--- config.mk ---
export PLATFORM = sky130hd
export DESIGN_NAME = pipeline_ctrl_gen
export DESIGN_NICKNAME = d
export VERILOG_FILES = /design/src/rtl/pipeline_ctrl_gen.sv
export SDC_FILE = /design/constraint.sdc
export NUM_CORES = 1
export LEC_CHECK = 0
export ABC_AREA = 1
export BUFFER_PORTS_ARGS = -buffer_cell sky130_fd_sc_hd__buf_2
export CORE_AREA = 3 3 101 103
export DETAILED_ROUTE_END_ITERATION = 16
export DIE_AREA = 0 0 104 106
export GPL_TIMING_DRIVEN = 1
export PLACE_DENSITY = 0.59
export SKIP_CTS_REPAIR_TIMING = 1
export SLEW_MARGIN = 30
export SYNTH_ARGS = -nofsm -noshare
export SYNTH_HDL_FRONTEND = slang
export SYNTH_SLANG_ARGS = --single-unit
--- constraint.sdc ---
create_clock -name clk -period 2.4 [get_ports clk]
set_input_delay 0.12 -clock clk [delete_from_list [all_inputs] [get_ports clk]]
set_output_delay 0.12 -clock clk [all_outputs]
set_load 0.05 [all_outputs]
--- src/rtl/pipeline_ctrl_gen.sv ---
// Pipeline stall/flush controller: per-stage stall and bubble vectors, registered flush/redirect.
// Optional stall watchdog is enabled by defining STALL_WATCHDOG_EN.
module pipeline_ctrl_gen #(
   parameter int                NUM_STAGES   = 6,
   parameter int                ADDR_W       = 32,
   parameter int                EXC_W        = 32,
   parameter logic [EXC_W-1:0]  EXC_NULL     = '0,
   parameter logic [EXC_W-1:0]  EXC_ERET     = 32'h0e,
   parameter logic [ADDR_W-1:0] EXC_VECTOR   = 32'hbfc00380,
   parameter logic [ADDR_W-1:0] INIT_PC      = 32'hbfc00000,
   parameter int                FLUSH_CYCLES = 1,
   parameter int                WDT_LIMIT    = 1024
) (
   input  logic                  clk,
   input  logic                  rst,
   input  logic [NUM_STAGES-1:0] stall_req,
   input  logic                  stall_all,
   input  logic [ADDR_W-1:0]     cp0_epc,
   input  logic [EXC_W-1:0]      exception_type,
   output logic [NUM_STAGES-1:0] stall,
   output logic [NUM_STAGES-1:0] bubble,
   output logic                  flush,
   output logic [ADDR_W-1:0]     exc_pc,
   output logic                  busy,
   output logic                  wdt_timeout
);

   typedef enum logic [1:0] {IDLE, PEND, FLUSH} state_t;

   localparam logic [3:0] FLUSH_LEN = 4'(FLUSH_CYCLES);

   state_t            state_q, state_d;
   logic              flush_q, flush_d;
   logic              busy_q, busy_d;
   logic [ADDR_W-1:0] exc_pc_q, exc_pc_d;
   logic [ADDR_W-1:0] target_q, target_d;
   logic [3:0]        cnt_q, cnt_d;

   // The oldest stalled stage freezes everything behind it; the stage after it gets a NOP.
   always_comb begin
      int  top;
      logic found;
      stall  = '0;
      bubble = '0;
      top    = 0;
      found  = 1'b0;
      if (stall_all) begin
         stall = '1;
      end else if (state_q != FLUSH) begin
         for (int k = 0; k < NUM_STAGES; k++) begin
            if (stall_req[k]) begin
               top   = k;
               found = 1'b1;
            end
         end
         for (int j = 0; j < NUM_STAGES; j++) begin
            stall[j]  = found && (j <= top);
            bubble[j] = found && (j == top + 1);
         end
      end
   end

   always_comb begin
      state_d  = state_q;
      flush_d  = flush_q;
      exc_pc_d = exc_pc_q;
      target_d = target_q;
      cnt_d    = cnt_q;
      unique case (state_q)
         IDLE: begin
            if (exception_type != EXC_NULL) begin
               target_d = (exception_type == EXC_ERET) ? cp0_epc : EXC_VECTOR;
               if (stall_all) begin
                  state_d = PEND;
               end else begin
                  state_d  = FLUSH;
                  flush_d  = 1'b1;
                  exc_pc_d = target_d;
                  cnt_d    = 4'd1;
               end
            end
         end
         PEND: begin
            if (!stall_all) begin
               state_d  = FLUSH;
               flush_d  = 1'b1;
               exc_pc_d = target_q;
               cnt_d    = 4'd1;
            end
         end
         FLUSH: begin
            // cnt_q counts flush-high cycles already issued; stalled cycles do not count.
            if (cnt_q == FLUSH_LEN) begin
               state_d  = IDLE;
               flush_d  = 1'b0;
               exc_pc_d = INIT_PC;
               cnt_d    = 4'd0;
            end else if (stall_all) begin
               flush_d = 1'b0;
            end else begin
               flush_d = 1'b1;
               cnt_d   = cnt_q + 4'd1;
            end
         end
         default: begin
            state_d  = IDLE;
            flush_d  = 1'b0;
            exc_pc_d = INIT_PC;
            cnt_d    = 4'd0;
         end
      endcase
      busy_d = (state_d != IDLE);
   end

   always_ff @(posedge clk) begin
      if (!rst) begin
         state_q  <= IDLE;
         flush_q  <= 1'b0;
         busy_q   <= 1'b0;
         exc_pc_q <= INIT_PC;
         target_q <= INIT_PC;
         cnt_q    <= 4'd0;
      end else begin
         state_q  <= state_d;
         flush_q  <= flush_d;
         busy_q   <= busy_d;
         exc_pc_q <= exc_pc_d;
         target_q <= target_d;
         cnt_q    <= cnt_d;
      end
   end

   assign flush  = flush_q;
   assign busy   = busy_q;
   assign exc_pc = exc_pc_q;

`ifdef STALL_WATCHDOG_EN
   localparam int              WDT_W   = $clog2(WDT_LIMIT + 1);
   localparam logic [WDT_W-1:0] WDT_MAX = WDT_W'(WDT_LIMIT);

   logic [WDT_W-1:0] wdt_cnt_q, wdt_cnt_d;
   logic             wdt_q, wdt_d;

   always_comb begin
      wdt_cnt_d = '0;
      if (|stall) begin
         wdt_cnt_d = (wdt_cnt_q == WDT_MAX) ? WDT_MAX : wdt_cnt_q + WDT_W'(1);
      end
      wdt_d = wdt_q | (wdt_cnt_d == WDT_MAX);
   end

   always_ff @(posedge clk) begin
      if (!rst) begin
         wdt_cnt_q <= '0;
         wdt_q     <= 1'b0;
      end else begin
         wdt_cnt_q <= wdt_cnt_d;
         wdt_q     <= wdt_d;
      end
   end

   assign wdt_timeout = wdt_q;
`else
   assign wdt_timeout = 1'b0;
`endif

endmodule

==> metrics.cfg, run 1 <==
[floorplanning]
initial_core_util_pct=39.3
placementRows=35
coreArea_um2=9280
die-area_um2=11000
pin_count=120
die_y_um=106
die_w_um=104

[place]
dpl_worst_slack_ns=0.508
dp.cells=800
place.gp.congestion=0.827
postPlaceCellArea_um2=4300
dp_hpwl_um=6530
numPortBuffers=118

[power]
p_leak_nw=2.33
power.density_nw_per_um2=694
p_total_mw=3.14
irDropWorstVdd_mv=0.379

[detailed_routing]
drc=0
drtAntennaViolNets=0
initialDrtViolationCount=141
wl_per_cell_um=11.4
vias=3672
vias_per_cell=4.51
drtPass1Iterations=4
routed_wl_um=9300

[synth]
yosysTopAreaCell=dfxtp_1
yosys_warnings=0
synth.avg_cell_area_um2=6.36
yosysTopAreaCellShare_pct=39.5
synthArstFlopShare_pct=0
syn_inst=574
synthFlopType=dfxtp_1
synth_edf_count=0
yosysMostFrequentCell=nand2_1
syn_area_um2=3650
ys_ff_latch=72
syn-num-nets=650
synthTopCellsByArea=dfxtp_1 39%, nand2_1 19%, nor2_1 8.2%, nand3_1 7.4%, inv_1 7.2%
yosysSeqAreaShare_pct=39.5
synth.top_cells.by_count=186 x nand2_1, 80 x nor2_1, 72 x dfxtp_1
ys_types=30

[critical_path]
crit_type=input pin to output pin
cp.required_ns=2.28
cp-end-kind=output pin
cp.arrival_ns=1.79
path_max_fanout=5
cp-start-kind=input pin
ff2ff_setup_slack_ns=0.62

[final_layout]
final_area_um2=4520
diodes=0
final_util_pct=48.7
fin_nets=758
stdcell_count=815
drive_gt1_share_pct=23.0
fillers=985
synthToLayoutAreaGrowth_pct=23.9

[global_route]
track_usage_pct=16.9
grt_pass1_wl_um=15600
grt_max_degree=56
overflow=0
grt_pass1_vias=3460
antenna_found_initial=0

[sta]
fmaxAchievable_mhz=523
setup_violations=0
slew_violations=0
relSlewSlack_pct=49.6
rsz0062_at_grt=false
skew_ns=0.00806
fin_setup_tns_ns=0
setup_ws_ns=0.489
finalHoldViolCount=0
tightest_slew_ns=0.755
whs_ns=0.0391
period_share_pct=79.6
min_period_ns=1.91

[clock_tree]
htreeDepth=3
cts_root_buf=clkbuf_8
clk-insertion-delay-late_ns=0.34
cts_buffer_depth=2
cts_tree=yes
cts-buffers-inserted=9
cts_sinks=72
clk_pin_slew_worst_paths_ns=0.07

[run]
drv_cap=0

[outcome]
status=completed

[worst_hold_path]
hold_path_class=input pin to flop

-- registers in the layout, summed over array words and instances, names as in the netlist --
signal and count:
flush 1, cnt_q 4, exc_pc 32, busy 1, state_q 2, target_q 32
-- power breakdown --
group / switching, mW / internal, mW / total (mW) / leakage, nW
Sequential: 0.0405 / 1.28 / 1.32 / 0.591
Clock: 0.442 / 0.636 / 1.08 / 0.112
Combinational: 0.538 / 0.202 / 0.740 / 1.63
Total: 1.02 / 2.12 / 3.14 / 2.33
-- cell families after synthesis --
logic type,Yosys count,synth area share (%)
AOI/OAI and AO/OA,54,7.78
xor gates and xnor gates,1,0.240
DFF,72,39.5
buffers and inverters,97,11.4
and+or+nand+nor,346,40.0
other,1,0.103
adders and majority gates,3,1.03
-- worst paths after layout --
check / start / endpoint / cells past startpoint
worst max-delay path: stall_req[4] / bubble[2] / 10
worst min-delay path: cp0_epc[24] / target_q[24] / 3
worst min register to register: flush / flush / 2
worst max register to register: cnt_q[0] / exc_pc[24] / 7
-- final cells by class --
cell class	instances	area, µm²	area share, %
flip-flops and latches	72	1440	31.9
well taps	129	161	3.57
inverters	70	263	5.81
repair buffers	124	636	14.1
multi-input cells	405	1800	39.8
clock buffers	12	155	3.43
clock inverters	3	65.1	1.44
-- routing by layer --
layer	global-route usage [%]	share of wire (%)	vias up
met4	4.08	0.81	0
met1	20.5	45	1596
li1	-	-	1977
met5	0	0	-
met3	4.25	5.0	7
met2	29.9	49	92
-- critical path, cell delays in order --
cell and delay (ns):
buf_2 0.09, inv_1 0.09, nand2_1 0.12, nor2_1 0.27, nand2_1 0.10, ha_1 0.28
inv_1 0.07, nand3_1 0.16, nor3b_1 0.20, buf_2 0.29
-- cells in the final DEF, fill, tap and decap left out, types with 3 or more instances in the layout --
| master | count |
|---|---|
| a21oi_1 | 28 |
| buf_2 | 118 |
| buf_4 | 6 |
| clkbuf_8 | 11 |
| dfxtp_1 | 72 |
| ha_1 | 3 |
| inv_1 | 70 |
| nand2_1 | 186 |
| nand3_1 | 54 |
| nor2_1 | 80 |
| nor2_4 | 3 |
| nor3_1 | 4 |
| o21ai_0 | 20 |
| or2_2 | 9 |
Power figures use the tool's default switching activity.
==> inputs of run 2 (changes only) <==
PLACE_DENSITY = 0.62   (was 0.59)
clock period = 1.6 ns   (was 2.4 ns; I/O delays follow)
==> metrics.cfg, run 2 (synthesis gave the netlist of run 1 again) <==
[final_layout]
final_common_cell=nand2_1
final_util_pct=51.2  ; +2.5 points
synthToLayoutAreaGrowth_pct=30.2
mostFrequentLayoutCells=185 x nand2_1, 113 x buf_2, 79 x nor2_1
drive_gt1_share_pct=26.6  ; +3.5 points
fillers=984  ; -0.10%
fin_nets=775  ; +2.2%
diodes=0  ; unchanged

[global_route]
grt_pass1_vias=3379  ; -2.3%
grt_pass1_wl_um=15300  ; -1.9%
track_usage_pct=16.7  ; -0.19 points
grt_max_degree=37  ; -34%
antenna_found_initial=0  ; unchanged
overflow=0  ; unchanged

[detailed_routing]
drtPass1Iterations=4  ; unchanged
wl_per_cell_um=11.2  ; -2.2%
drc=0  ; unchanged
vias_per_cell=4.48  ; -0.48%
vias=3735  ; +1.7%
drtAntennaViolNets=0  ; unchanged
initialDrtViolationCount=133  ; -5.7%
routed_wl_um=9300  ; about the same

[floorplanning]
die_y_um=106  ; unchanged
pin_count=120  ; unchanged
coreArea_um2=9280  ; unchanged
placementRows=35  ; unchanged
die-area_um2=11000  ; unchanged
die_w_um=104  ; unchanged
initial_core_util_pct=39.3  ; unchanged

[critical_path]
path_max_fanout=5  ; unchanged
cp.required_ns=1.52  ; -0.76 ns
cp.arrival_ns=1.43  ; -0.36 ns
cp-end-kind=output pin
reg2reg_depth=6  ; -1
r2r-start=cnt_q[0]
crit_type=flop to output pin
cp-start-kind=flop
ff2ff_setup_slack_ns=0.15  ; -0.47 ns
rr_endpoint=cnt_q[2]

[place]
numPortBuffers=118  ; unchanged
place.gp.congestion=0.840  ; +1.6%
dpl_worst_slack_ns=-0.0409  ; -0.549 ns
dp_hpwl_um=6800  ; +4.1%

[clock_tree]
clk_pin_slew_worst_paths_ns=0.08  ; about the same
cts_root_buf=clkbuf_8
cts_sinks=72  ; unchanged
htreeDepth=3  ; unchanged
cts_buffer_depth=2  ; unchanged
cts-buffers-inserted=9  ; unchanged
clk-insertion-delay-late_ns=0.34  ; about the same
cts_tree=yes

[sta]
setup_ws_ns=0.0936  ; -0.396 ns
period_share_pct=94.1
fin_setup_tns_ns=0  ; unchanged
finalHoldViolCount=0  ; unchanged
setup_violations=0  ; unchanged
rsz0062_at_grt=false
skew_ns=0.0109  ; +0.00283 ns
fmaxAchievable_mhz=664
min_period_ns=1.51
whs_ns=0.00370  ; -0.0354 ns
slew_violations=0  ; unchanged

[power]
pwr-share-comb_pct=26.3  ; +2.7 points
irDropWorstVdd_mv=0.662  ; +75%
power.density_nw_per_um2=970  ; +40%
power_switching_mw=1.60  ; +56%
p_leak_nw=2.43  ; +4.0%
power.share.clock_pct=30.8  ; -3.6 points
seqPwrFrac_pct=42.9  ; +0.9 points
internal-power_mw=3.01  ; +42%
switching_share_pct=34.6  ; +2.1 points

[run]
drv_cap=0  ; unchanged

[worst_hold_path]
worst_hold_path.endpoint=target_q[25]
min_path_cells=3  ; unchanged
hold_path_class=input pin to flop
worstHoldStart=cp0_epc[25]

[outcome]
status=completed

run 2: through the flow:
stage	power, mW	std cells	instance area, µm²
finish	4.61	833	4750
global route	4.86	833	4750
CTS	4.65	830	4690
detailed placement	3.22	814	4500
global placement	3.21	814	4500
floorplan	2.86	574	3700
run 2: cell type report:
cell class,instances,area (µm²),area share (%)
sequential,72,1440,30.4
clock buffer,9,124,2.61
timing repair buffer,141,835,17.6
multi-input combinational,405,1850,38.9
tap,129,161,3.40
clock inverter,7,70.1,1.47
inverter,70,269,5.66
run 2: layer usage:
layer / wire length [µm] / global-route usage (%) / up-vias
met5: 0 / 0 / -
met4: 87 / 4.65 / 0
met3: 538 / 4.61 / 6
met2: 4520 / 29.5 / 85
met1: 4160 / 19.8 / 1631
li1: - / - / 2013
run 2: worst max path at each step:
stage	slack, ns	startpoint	end
floorplan	-0.35	stall_req[4]	bubble[3]
global placement	0.01	stall_req[5]	bubble[2]
detailed placement	-0.04	stall_req[5]	bubble[2]
CTS	-0.26	state_q[1]	bubble[2]
global route	0.001	stall_req[5]	bubble[1]
finish	0.09	state_q[1]	bubble[2]
run 2: worst max-delay path, cell delays in order (launching register included):
cell and delay, ns:
dfxtp_2 0.35, inv_2 0.09, nor2_4 0.05, inv_4 0.08, nand3_4 0.12, nor3b_4 0.22, buf_6 0.18
run 2: power by group through the flow:
stage	registers, mW	clock network [mW]	logic, mW
after floorplan	2.30	0	0.561
after global placement	2.01	0	1.19
after detailed placement	2.02	0	1.20
after CTS	1.98	1.46	1.20
after global routing	1.99	1.53	1.33
final	1.98	1.42	1.21
